===== src/rtl/operand_issue_pkg.sv =====
// operand_issue_pkg: shared widths, register constants and control-bundle layout for the issue stage
package operand_issue_pkg;
  localparam int XLEN = 32;
  localparam int CTRL_W = 16;
  localparam logic [4:0] REG_ZERO = 5'd0;
  localparam int CTRL_UNIT_LSB = 0;
  localparam int CTRL_UNIT_W = 4;
  localparam int CTRL_OP_LSB = 4;
  localparam int CTRL_OP_W = 6;
  localparam int CTRL_FLAGS_LSB = 10;
  localparam int CTRL_FLAGS_W = 6;
  function automatic logic live_reg(input logic [4:0] idx);
    return idx != REG_ZERO;
  endfunction
  function automatic logic [CTRL_UNIT_W-1:0] ctrl_unit(input logic [CTRL_W-1:0] c);
    return c[CTRL_UNIT_LSB +: CTRL_UNIT_W];
  endfunction
  function automatic logic [CTRL_OP_W-1:0] ctrl_op(input logic [CTRL_W-1:0] c);
    return c[CTRL_OP_LSB +: CTRL_OP_W];
  endfunction
  function automatic logic [CTRL_FLAGS_W-1:0] ctrl_flags(input logic [CTRL_W-1:0] c);
    return c[CTRL_FLAGS_LSB +: CTRL_FLAGS_W];
  endfunction
endpackage


===== src/rtl/operand_bypass.sv =====
// operand_bypass: resolves one source operand from x0, same-cycle writebacks or the regfile
module operand_bypass
  import operand_issue_pkg::*;
#(
  parameter int XLEN = operand_issue_pkg::XLEN
) (
  input  logic [4:0]      idx,
  input  logic [XLEN-1:0] rf_data,
  input  logic            rf_valid,
  input  logic [4:0]      wreg0,
  input  logic [4:0]      wreg1,
  input  logic [XLEN-1:0] wdata0,
  input  logic [XLEN-1:0] wdata1,
  input  logic            wen0,
  input  logic            wen1,
  output logic [XLEN-1:0] value,
  output logic            ready
);
  logic hit0, hit1, zero;
  always_comb begin
    zero = !live_reg(idx);
    hit0 = wen0 && wreg0 == idx;
    hit1 = wen1 && wreg1 == idx;
    // port 0 wins over port 1, matching the regfile's last-write order
    value = zero ? '0 : hit0 ? wdata0 : hit1 ? wdata1 : rf_data;
    ready = zero | hit0 | hit1 | rf_valid;
  end
endmodule


===== src/rtl/operand_issue.sv =====
// operand_issue: reads and bypasses operands, stalls on scoreboard hazards, reserves rd
// and registers the instruction into a single output stage for execute.
module operand_issue
  import operand_issue_pkg::*;
#(
  parameter int XLEN = operand_issue_pkg::XLEN,
  parameter int CTRL_W = operand_issue_pkg::CTRL_W
) (
  input  logic              clk,
  input  logic              reset,
  input  logic              dec_valid,
  output logic              dec_ready,
  input  logic [XLEN-1:0]   dec_pc,
  input  logic [4:0]        dec_rs1,
  input  logic [4:0]        dec_rs2,
  input  logic [4:0]        dec_rd,
  input  logic              dec_use_rs1,
  input  logic              dec_use_rs2,
  input  logic              dec_wr_rd,
  input  logic [XLEN-1:0]   dec_imm,
  input  logic [CTRL_W-1:0] dec_ctrl,
  output logic [4:0]        rs1,
  output logic [4:0]        rs2,
  input  logic              rs1_valid,
  input  logic              rs2_valid,
  input  logic [XLEN-1:0]   rs1_data,
  input  logic [XLEN-1:0]   rs2_data,
  output logic [4:0]        rd,
  output logic              reserve,
  input  logic [4:0]        wreg0,
  input  logic [4:0]        wreg1,
  input  logic [XLEN-1:0]   wdata0,
  input  logic [XLEN-1:0]   wdata1,
  input  logic              wen0,
  input  logic              wen1,
  output logic              ex_valid,
  input  logic              ex_ready,
  output logic [XLEN-1:0]   ex_pc,
  output logic [XLEN-1:0]   ex_op1,
  output logic [XLEN-1:0]   ex_op2,
  output logic [XLEN-1:0]   ex_imm,
  output logic [4:0]        ex_rd,
  output logic              ex_wr_rd,
  output logic [CTRL_W-1:0] ex_ctrl,
  output logic [31:0]       stall_count
);
  logic [XLEN-1:0] val1, val2;
  logic rdy1, rdy2, clash, space, issue;
  operand_bypass #(.XLEN(XLEN)) u_src1 (
    .idx(dec_rs1), .rf_data(rs1_data), .rf_valid(rs1_valid),
    .wreg0(wreg0), .wreg1(wreg1), .wdata0(wdata0), .wdata1(wdata1),
    .wen0(wen0), .wen1(wen1), .value(val1), .ready(rdy1)
  );
  operand_bypass #(.XLEN(XLEN)) u_src2 (
    .idx(dec_rs2), .rf_data(rs2_data), .rf_valid(rs2_valid),
    .wreg0(wreg0), .wreg1(wreg1), .wdata0(wdata0), .wdata1(wdata1),
    .wen0(wen0), .wen1(wen1), .value(val2), .ready(rdy2)
  );
  always_comb begin
    rs1 = dec_rs1;
    rs2 = dec_rs2;
    rd = dec_rd;
    // a writeback to rd lands after the reservation and would silently clear it
    clash = dec_wr_rd && live_reg(dec_rd) &&
            ((wen0 && wreg0 == dec_rd) || (wen1 && wreg1 == dec_rd));
    space = !ex_valid || ex_ready;
    dec_ready = space && (!dec_use_rs1 || rdy1) && (!dec_use_rs2 || rdy2) && !clash;
    issue = dec_valid && dec_ready;
    reserve = issue && dec_wr_rd && live_reg(dec_rd) && !reset;
  end
  always_ff @(posedge clk or posedge reset) begin
    if (reset) begin
      ex_valid <= 1'b0;
      ex_pc <= '0;
      ex_op1 <= '0;
      ex_op2 <= '0;
      ex_imm <= '0;
      ex_rd <= '0;
      ex_wr_rd <= 1'b0;
      ex_ctrl <= '0;
    end else if (issue) begin
      ex_valid <= 1'b1;
      ex_pc <= dec_pc;
      ex_op1 <= val1;
      ex_op2 <= val2;
      ex_imm <= dec_imm;
      ex_rd <= dec_rd;
      ex_wr_rd <= dec_wr_rd;
      ex_ctrl <= dec_ctrl;
    end else if (ex_ready) begin
      ex_valid <= 1'b0;
    end
  end
  always_ff @(posedge clk or posedge reset) begin
    if (reset) stall_count <= '0;
    else if (dec_valid && !dec_ready && !(&stall_count)) stall_count <= stall_count + 32'd1;
  end
endmodule


===== config.mk =====
export PLATFORM = sky130hd
export DESIGN_NAME = operand_issue
export DESIGN_NICKNAME = d
export VERILOG_FILES = /design/src/rtl/operand_issue_pkg.sv /design/src/rtl/operand_bypass.sv /design/src/rtl/operand_issue.sv
export SDC_FILE = /design/constraint.sdc
export NUM_CORES = 1
export LEC_CHECK = 0
export ABC_AREA = 1
export CAP_MARGIN = 20
export CORE_AREA = 2 2 171 173
export CTS_CLUSTER_SIZE = 12
export DETAILED_ROUTE_END_ITERATION = 10
export DIE_AREA = 0 0 173 175
export PLACE_DENSITY = 0.69
export SYNTH_ARGS = -nofsm -noshare
export SYNTH_HDL_FRONTEND = slang
export SYNTH_SLANG_ARGS = --single-unit

===== constraint.sdc =====
create_clock -name clk -period 14.3 [get_ports clk]
set_clock_uncertainty 0.05 [all_clocks]
set_input_delay 4.29 -clock clk [delete_from_list [all_inputs] [get_ports clk]]
set_output_delay 4.29 -clock clk [all_outputs]
set_load 0.01 [all_outputs]

# Word level (Yosys, flattened, before mapping)
# Index checks and enable logic that the tools add are counted.
dict set report totals {
  register_bits 183
}
dict set report op_classes {
  addsub 1
  mux 8
  eq_ne 6
  n_bitwise 6
  n_reduce_logical 35
}
# cell count
set ops {}
lappend ops {{$mux 32} 6}
lappend ops {{$add 32x1->32 const B} 1}
lappend ops {{$reduce_and 32->1} 1}
lappend ops {{$eq 5x5->1} 6}
lappend ops {{$logic_and 1x1->1} 17}
lappend ops {{$reduce_bool 5->1} 3}
lappend ops {{$logic_not 1->1} 9}
lappend ops {{$or 1x1->1} 6}
lappend ops {{$logic_or 1x1->1} 4}
lappend ops {{$mux 1} 2}
lappend ops {{$reduce_bool 2->1} 1}

# Depth between registers and ports, before layout
# Gate-level depths: netlist (run 1).
dict set report logic_depth {
  word_depth 13
  ltp_mapped 14
  depth_no_buf 12
}

# Cells and area by module
# Synthesis (run 1) repeated with hierarchy kept, for this count alone.
dict set report unflattened {
  hier_cells 1661
  hier_area_um2 11204.5
}
# mod n_inst cells_each area_each_um2
set modules_own_cells {}
lappend modules_own_cells {operand_issue 1 1057 8441.8}
lappend modules_own_cells {operand_bypass 2 302 1381.3}

# Least setup slack after synthesis (run 1)
# No wires, ideal clock.
dict set report synth_timing {
  kind {input -> output}
  start {input port dec_rd[2]}
  end {output port reserve}
  path_stages 11
  n_path_buf 2
  setup_slack_ns 4.514
  t_arrival_ns 5.446
  cell_sequence {nor3_1 -> nand3_1 -> nand2_1 -> inv_1 -> nand2_1 -> nand2_1 -> nor2_2 -> nand2_2 -> buf_4 -> buf_4 -> nor3_2}
}
dict set report synth_between {
  elab_chain_cells 10
  word_cells_on_any_way 14
}
# item line_no
set synth_rtl {}
lappend synth_rtl {{from (decl)} operand_issue.sv:16} ;# input logic [4:0] dec_rd,
lappend synth_rtl {{$eq 5x5->1} operand_issue.sv:65} ;# ((wen0 && wreg0 == dec_rd) || (wen1 && wreg1 == dec_rd));
lappend synth_rtl {{$logic_and 1x1->1} operand_issue.sv:65}
lappend synth_rtl {{$logic_or 1x1->1} operand_issue.sv:65}
lappend synth_rtl {{$logic_and 1x1->1} operand_issue.sv:64} ;# clash = dec_wr_rd && live_reg(dec_rd) &&
lappend synth_rtl {{$logic_not 1->1} operand_issue.sv:67} ;# dec_ready = space && (!dec_use_rs1 || rdy1) && (!dec_use_rs2 || rdy2) && !clash;
lappend synth_rtl {{$logic_and 1x1->1} operand_issue.sv:67}
lappend synth_rtl {{$logic_and 1x1->1} operand_issue.sv:68} ;# issue = dec_valid && dec_ready;
lappend synth_rtl {{$logic_and 1x1->1} operand_issue.sv:69} ;# reserve = issue && dec_wr_rd && live_reg(dec_rd) && !reset;
lappend synth_rtl {{$logic_and 1x1->1 * (2 in series)} operand_issue.sv:69}
lappend synth_rtl {{to (decl)} operand_issue.sv:29} ;# output logic reserve,
# Mark *: on every way between the ends. The rest lies on a longest branch, timed or not.

# Worst setup path in the final report (run 1)
dict set report layout_timing {
  start {input port dec_rs2[3]}
  end {output port dec_ready}
}
dict set report layout_between {
  elab_chain_cells 8
  word_cells_on_any_way 12
}
# item line_no
set layout_rtl {}
lappend layout_rtl {{from (decl)} operand_issue.sv:15} ;# input logic [4:0] dec_rs2,
lappend layout_rtl {{$eq 5x5->1 / $reduce_bool 5->1 (equally long branches)} {operand_bypass.sv:22, operand_issue_pkg.sv:13}}
lappend layout_rtl {{$logic_and 1x1->1 / $logic_not 1->1 (equally long branches)} {operand_bypass.sv:22, operand_bypass.sv:21}}
lappend layout_rtl {{$or 1x1->1} operand_bypass.sv:26} ;# ready = zero | hit0 | hit1 | rf_valid;
lappend layout_rtl {{$or 1x1->1 * (2 in series)} operand_bypass.sv:26}
lappend layout_rtl {{$logic_or 1x1->1 *} operand_issue.sv:67}
lappend layout_rtl {{$logic_and 1x1->1 * (2 in series)} operand_issue.sv:67}
lappend layout_rtl {{to (decl)} operand_issue.sv:12} ;# output logic dec_ready,
# Marked as above.

==> summary.txt, run 1 <==
Yosys Warn Count: 0
Max-cap violations: 0
Clk buf depth: 2
Critical path capture point type: output pin
Drt total wl: 37.4 mm
DRT Pass-1 Iters: 7
Final period util: 0.829
First-pass GRT wire length: 59.2 mm
Die extent in y: 175 um
Post-DP HPWL: 27.2 mm
Max_slew headroom: 0.309
Seq cells post-synth: 183
DR WL/cell: 16.8 um
Layout area overhead: 49.0%
Die width: 173 um
Critical Path Max Stage Delay: 0.68 ns
Root Buffer: clkbuf_16
Commonest cells after routing, fill and taps aside: 559 x nand2_1, 442 x clkdlybuf4s50_1, 194 x nor2_1
Achievable Freq: 84.4 MHz
Final ANT Viol Nets: 0
Port-buffer cells: 443
CP delay by family, top: buffers and inverters
Cell area power density: 112 nW/um2
CTS tree: yes
Initial antenna violation count: 2
Post-synthesis async set-or-reset flop share: 1.00
CP arrival: 7.51 ns
Tightest Hold Check Type: reg -> reg
Worst slew pin tran: 1.04 ns
Seq. cell area: 4580 um2
Worst path slowest cell: clkdlybuf4s50_1
Layout cells sized above 1: 0.0576
# rows: 62
Max VDD drop: 0.0739 mV
Post-Synthesis Cells: 1,454
CTS Buf Count: 17
I/O Pins: 444
Fillers: 2,730
Worst Setup Path Type: in -> out
Crit path launch type: primary input
Cell Int Power: 0.00116 W
Max Transition Viols Final: 0
Sequential element share of the synthesized area: 0.438
Period minus WS final: 11.85 ns
Fraction of power spent switching nets: 0.334
Reg2reg setup slack: 11.63 ns
Crit path cell chain: clkdlybuf4s50_1, inv_1, nand2_1, nand2_1, nor2_1, nand3_2, buf_4, nand3_1, nand2_1, nor2_4, buf_4, clkdlybuf4s50_1
Buf/Inv on CP: 5
Routability cong.: 0.891
Avg Cell Area, Syn: 7.18 um2
Post-DP Area: 14,900 um2
Logic pwr share: 0.331
Synthesized net count: 1,699
GRT Util Overall: 0.245
Worst EP required: 9.96 ns
Nets: 2,071
Sinks on Clock Net: 183
Status: completed
DR iter-0 viols: 818
Clk slew on worst S/H paths: 0.07 ns
Sum Neg Setup Slack: 0 ns
Die footprint: 30,300 um2
Yosys cell types: 29
Clock network fraction of total power: 0.281
Most frequent CP cell: nand2_1
Final setup violation count: 0
Sequential power share: 0.388
Pleak: 7.43 nW
Net Switching: 0.000582 W
Commonest non-fill, non-tap cell in the layout: nand2_1
Cell area after synthesis: 10,400 um2
Aggregate global routing overflow: 0
Hold_buf cts: 0
DRC: 0
Clock Latency Late Sink: 0.44 ns
Vias in the first global route: 10,772
Drt via density: 4.94
Post-CTS Setup Inserts: 0
Fin. Hold Viols: 0
Starting Density: 0.368
PostCTS Resize Cnt: 0
Number of H-tree levels: 4
Post-layout instance area: 15,600 um2
Synth Flop Type: dfrtp_1
Area of the core: 28,400 um2
Largest net degree at the start of global routing: 134
Crit-path max FO: 82
Multi-input gate area: 4970 um2
EDFF count, synth: 0
RSZ-0062 raised after global routing: false
Vias after detailed routing: 10,982
## worst paths after layout
path	cells past startpoint	to	startpoint
hold reg to reg	2	ex_ctrl[1]$_DFFE_PP0P_	ex_ctrl[1]$_DFFE_PP0P_
min in group asynchronous	2	stall_count[15]$_DFFE_PP0P_	reset
hold / removal	2	ex_ctrl[1]$_DFFE_PP0P_	ex_ctrl[1]$_DFFE_PP0P_
setup / recovery	12	dec_ready	dec_rs2[3]
setup reg to reg	9	ex_op1[3]$_DFFE_PP0P_	ex_valid$_DFFE_PP0P_
max in group asynchronous	5	ex_pc[17]$_DFFE_PP0P_	reset
## cells by family after synthesis
logic type,Yosys count,share of synthesized area
AO/OA/AOI/OAI,138,0.0955
adder cells (fa/ha/maj),1,0.00120
buffers and inverters,193,0.0890
XOR/XNOR,22,0.0184
flip-flops,183,0.438
AND/OR/NAND/NOR,917,0.357
## metal layers
layer | part of all wire | global-route usage
met2 | 0.48 | 0.408
met1 | 0.43 | 0.313
met4 | 0.042 | 0.112
met3 | 0.054 | 0.0387
met5 | 0 | 0
## sequential cells by signal (all words and copies together), names as in the netlist
| name | count |
|---|---|
| ex_imm | 32 |
| ex_op1 | 32 |
| ex_op2 | 32 |
| ex_pc | 32 |
| stall_count | 32 |
| ex_ctrl | 16 |
| ex_rd | 5 |
| ex_valid | 1 |
| ex_wr_rd | 1 |
## power groups by stage
stage / Sequential (W) / Combinational [W] / Clock (W)
after floorplan: 0.000729 / 0.000194 / 0
after global placement: 0.000682 / 0.000576 / 0
after detailed placement: 0.000685 / 0.000580 / 0
after CTS: 0.000676 / 0.000582 / 0.000504
after global routing: 0.000689 / 0.000626 / 0.000522
final: 0.000676 / 0.000577 / 0.000489
## worst reg2reg max path, cell delays in order (launching register included)
cell and delay, ns:
dfrtp_1 0.36, inv_1 0.04, nor2_1 0.12, inv_1 0.07, nand2_1 0.11, nor2_4 0.06
nand2_8 0.57, buf_4 0.94, nand2_1 0.20, o21ai_2 0.10
## Yosys cell counts, types with 2 or more instances
| cell type | n | share of area |
|---|---|---|
| a21oi_1 | 3 | 0.0014 |
| buf_1 | 9 | 0.0032 |
| buf_2 | 32 | 0.015 |
| buf_4 | 20 | 0.014 |
| buf_6 | 12 | 0.013 |
| clkbuf_1 | 30 | 0.011 |
| dfrtp_1 | 183 | 0.44 |
| inv_1 | 81 | 0.029 |
| inv_2 | 9 | 0.0032 |
| nand2_1 | 559 | 0.20 |
| nand3_1 | 106 | 0.051 |
| nand3b_1 | 2 | 0.0014 |
| nand4_1 | 39 | 0.023 |
| nor2_1 | 194 | 0.070 |
| nor3_1 | 10 | 0.0048 |
| o211ai_1 | 64 | 0.046 |
| o21ai_1 | 31 | 0.015 |
| o21ai_2 | 39 | 0.033 |
| xnor2_1 | 6 | 0.0050 |
| xor2_1 | 16 | 0.013 |
## cell type report
class,instances,area share
multi-input combinational,1078,0.320
sequential,183,0.294
timing repair buffer,456,0.294
tap,384,0.0309
clock buffer,17,0.0273
inverter,90,0.0220
clock inverter,15,0.0122
antenna,2,0.000321
## metrics by stage
stage	instances	power [W]	hold slack, ns	util	worst slack, ns
2_1_floorplan	1454	0.000923	0.458	-	4.51
3_3_place_gp	2189	0.00126	0.403	0.525	2.43
3_5_place_dp	2189	0.00127	0.407	0.525	2.44
4_1_cts	2221	0.00176	0.427	0.546	2.43
5_1_grt	2225	0.00184	0.443	0.548	2.21
6_report	2225	0.00174	0.422	0.548	2.45
(Power assumes the default switching activity.)
==> run 2, diff against run 1 <==
Settings changed: CORE_AREA 2 2 171 173 to 2 2 172 174, DIE_AREA 0 0 173 175 to 0 0 174 176, PLACE_DENSITY 0.69 to 0.71.
Clock period 14.3 ns to 9.55 ns, I/O delays scaled along.
==> summary.txt, run 2 (synthesized netlist as in run 1, its figures left out) <==
Fin. Hold Viols: 0 (unchanged)
Crit path launch type: primary input (unchanged)
Vias in the first global route: 10,611 (was 10,772)
Clock Latency Late Sink: 0.45 ns (was 0.44 ns)
Max-cap violations: 0 (unchanged)
CTS tree: yes (unchanged)
Hold_buf cts: 0 (unchanged)
Initial antenna violation count: 0 (was 2)
Port-buffer cells: 443 (unchanged)
Number of H-tree levels: 4 (unchanged)
Vias after detailed routing: 11,016 (was 10,982)
First-pass GRT wire length: 58.3 mm (was 59.2 mm)
CP arrival: 5.72 ns (was 7.51 ns)
Crit path cell chain: clkdlybuf4s50_1, inv_2, nand2_1, nand2_1, nor2_1, nand3_2, nand3_1, nand2_1, nor2_4, buf_4, clkdlybuf4s50_1 (was clkdlybuf4s50_1, inv_1, nand2_1, nand2_1, nor2_1, nand3_2, buf_4, nand3_1, nand2_1, nor2_4, buf_4, clkdlybuf4s50_1)
DRC: 0 (unchanged)
Achievable Freq: 116 MHz
CP delay by family, top: buffers and inverters (unchanged)
Starting Density: 0.366 (was 0.368)
Root Buffer: clkbuf_16 (unchanged)
I/O Pins: 444 (unchanged)
Buf/Inv on CP: 4 (was 5)
GRT Util Overall: 0.241 (was 0.245)
Die extent in y: 176 um (was 175 um)
Largest net degree at the start of global routing: 114 (was 134)
CTS Buf Count: 17 (unchanged)
Post-DP HPWL: 26.9 mm (was 27.2 mm)
Max_slew headroom: 0.335 (was 0.309)
Die footprint: 30,600 um2 (was 30,300 um2)
Max Transition Viols Final: 0 (unchanged)
DRT Pass-1 Iters: 5 (was 7)
Layout area overhead: 48.8% (was 49.0%)
Most frequent CP cell: nand2_1 (unchanged)
Final setup violation count: 0 (unchanged)
DR iter-0 viols: 851 (was 818)
RSZ-0062 raised after global routing: false (unchanged)
Ant. Diodes: 0 (was 2)
Critical path capture point type: output pin (unchanged)
Commonest non-fill, non-tap cell in the layout: nand2_1 (unchanged)
Clk slew on worst S/H paths: 0.07 ns (about the same)
Drt via density: 4.96 (was 4.94)
Sinks on Clock Net: 183 (unchanged)
Pleak: 7.42 nW (was 7.43 nW)
Area of the core: 28,500 um2 (was 28,400 um2)
Sum Neg Setup Slack: 0 ns (unchanged)
Post-CTS Setup Inserts: 0 (unchanged)
Period minus WS final: 8.64 ns
Reg2reg setup slack: 6.97 ns (was 11.63 ns)
Setup WS pre-CTS: 0.928 ns (was 2.44 ns)
Drt total wl: 37.5 mm (was 37.4 mm)
Final period util: 0.905
Final ANT Viol Nets: 0 (unchanged)
Die width: 174 um (was 173 um)
DR WL/cell: 16.9 um (was 16.8 um)
Worst Setup Path Type: in -> out (unchanged)
Status: completed (unchanged)
Worst path slowest cell: buf_4 (was clkdlybuf4s50_1)
Routability cong.: 0.938 (was 0.891)
Max VDD drop: 0.110 mV (was 0.0739 mV)
Nets: 2,071 (unchanged)
Clk buf depth: 2 (unchanged)
Crit-path max FO: 82 (unchanged)
PostCTS Resize Cnt: 0 (unchanged)
Critical Path Max Stage Delay: 0.68 ns (about the same)
Core Util, Final: 0.544 (was 0.548)
Layout cells sized above 1: 0.0571 (was 0.0576)
Tightest Hold Check Type: reg -> reg (unchanged)
Worst slew pin tran: 0.997 ns (was 1.04 ns)
Aggregate global routing overflow: 0 (unchanged)
Cell area power density: 169 nW/um2 (was 112 nW/um2)
Worst EP required: 6.64 ns (was 9.96 ns)
# rows: 62 (unchanged)
Final setup margin: 0.911 ns (was 2.45 ns)
Commonest cells after routing, fill and taps aside: 559 x nand2_1, 442 x clkdlybuf4s50_1, 194 x nor2_1 (unchanged)
[run 2: cell types whose count changed in the layout (fill, tap and decap cells not counted), sizes merged]
cell / change
inv: -4
clkbuf: +1
clkinvlp: +2
clkinv: -1
diode: -2
bufinv: +2
[run 2: final timing paths]
path / depth (start not counted) / from / endpoint
setup / recovery: 11 / wreg1[4] / dec_ready
setup reg to reg: 9 / stall_count[1]$_DFFE_PP0P_ / stall_count[5]$_DFFE_PP0P_
hold reg to reg: 2 / ex_pc[20]$_DFFE_PP0P_ / ex_pc[20]$_DFFE_PP0P_
hold / removal: 2 / ex_pc[20]$_DFFE_PP0P_ / ex_pc[20]$_DFFE_PP0P_
min in group asynchronous: 2 / reset / stall_count[18]$_DFFE_PP0P_
max in group asynchronous: 3 / reset / ex_op2[2]$_DFFE_PP0P_
[run 2: worst reg2reg max path, stage by stage, from the launching register on]
cell and delay (ns):
dfrtp_1 0.45, ha_1 0.31, nand3_1 0.23, inv_1 0.10
nand2_1 0.16, nor2_4 0.21, nand3_4 0.30, nand3_2 0.52
nand2_1 0.11, nand2_1 0.08
[run 2: cell type report]
class | count | area, um2
fillers | 2737 | 13000
multi-input cells | 1078 | 4970
flip-flops and latches | 183 | 4580
repair buffers | 456 | 4550
well taps | 384 | 480
clock buffers | 18 | 429
inverters | 90 | 343
clock inverters | 14 | 188
[run 2: power by group]
group	leakage (nW)	internal [W]	total [W]	switching (W)
clock	0.294	0.000399	0.000749	0.000349
combinational	4.81	0.000452	0.000862	0.000410
sequential	2.31	0.000923	0.00102	0.0000929
[run 2: per-stage QoR]
step / total power (W) / hold slack, ns / cells / cell area (um2)
after floorplan: 0.00138 / 0.458 / 1454 / 10400
after global placement: 0.00188 / 0.403 / 2190 / 14900
after detailed placement: 0.00189 / 0.407 / 2190 / 14900
after CTS: 0.00265 / 0.425 / 2222 / 15500
after global routing: 0.00276 / 0.445 / 2223 / 15500
final: 0.00263 / 0.420 / 2223 / 15500
[run 2: per-layer routing]
metal / GRT usage / part of all wire / wire, um / vias up
met1: 0.315 / 0.43 / 16000 / 5122
met5: 0 / 0 / 0 / -
li1: - / - / - / 5372
met4: 0.106 / 0.041 / 1530 / 0
met2: 0.397 / 0.47 / 17700 / 444
met3: 0.0398 / 0.060 / 2260 / 78
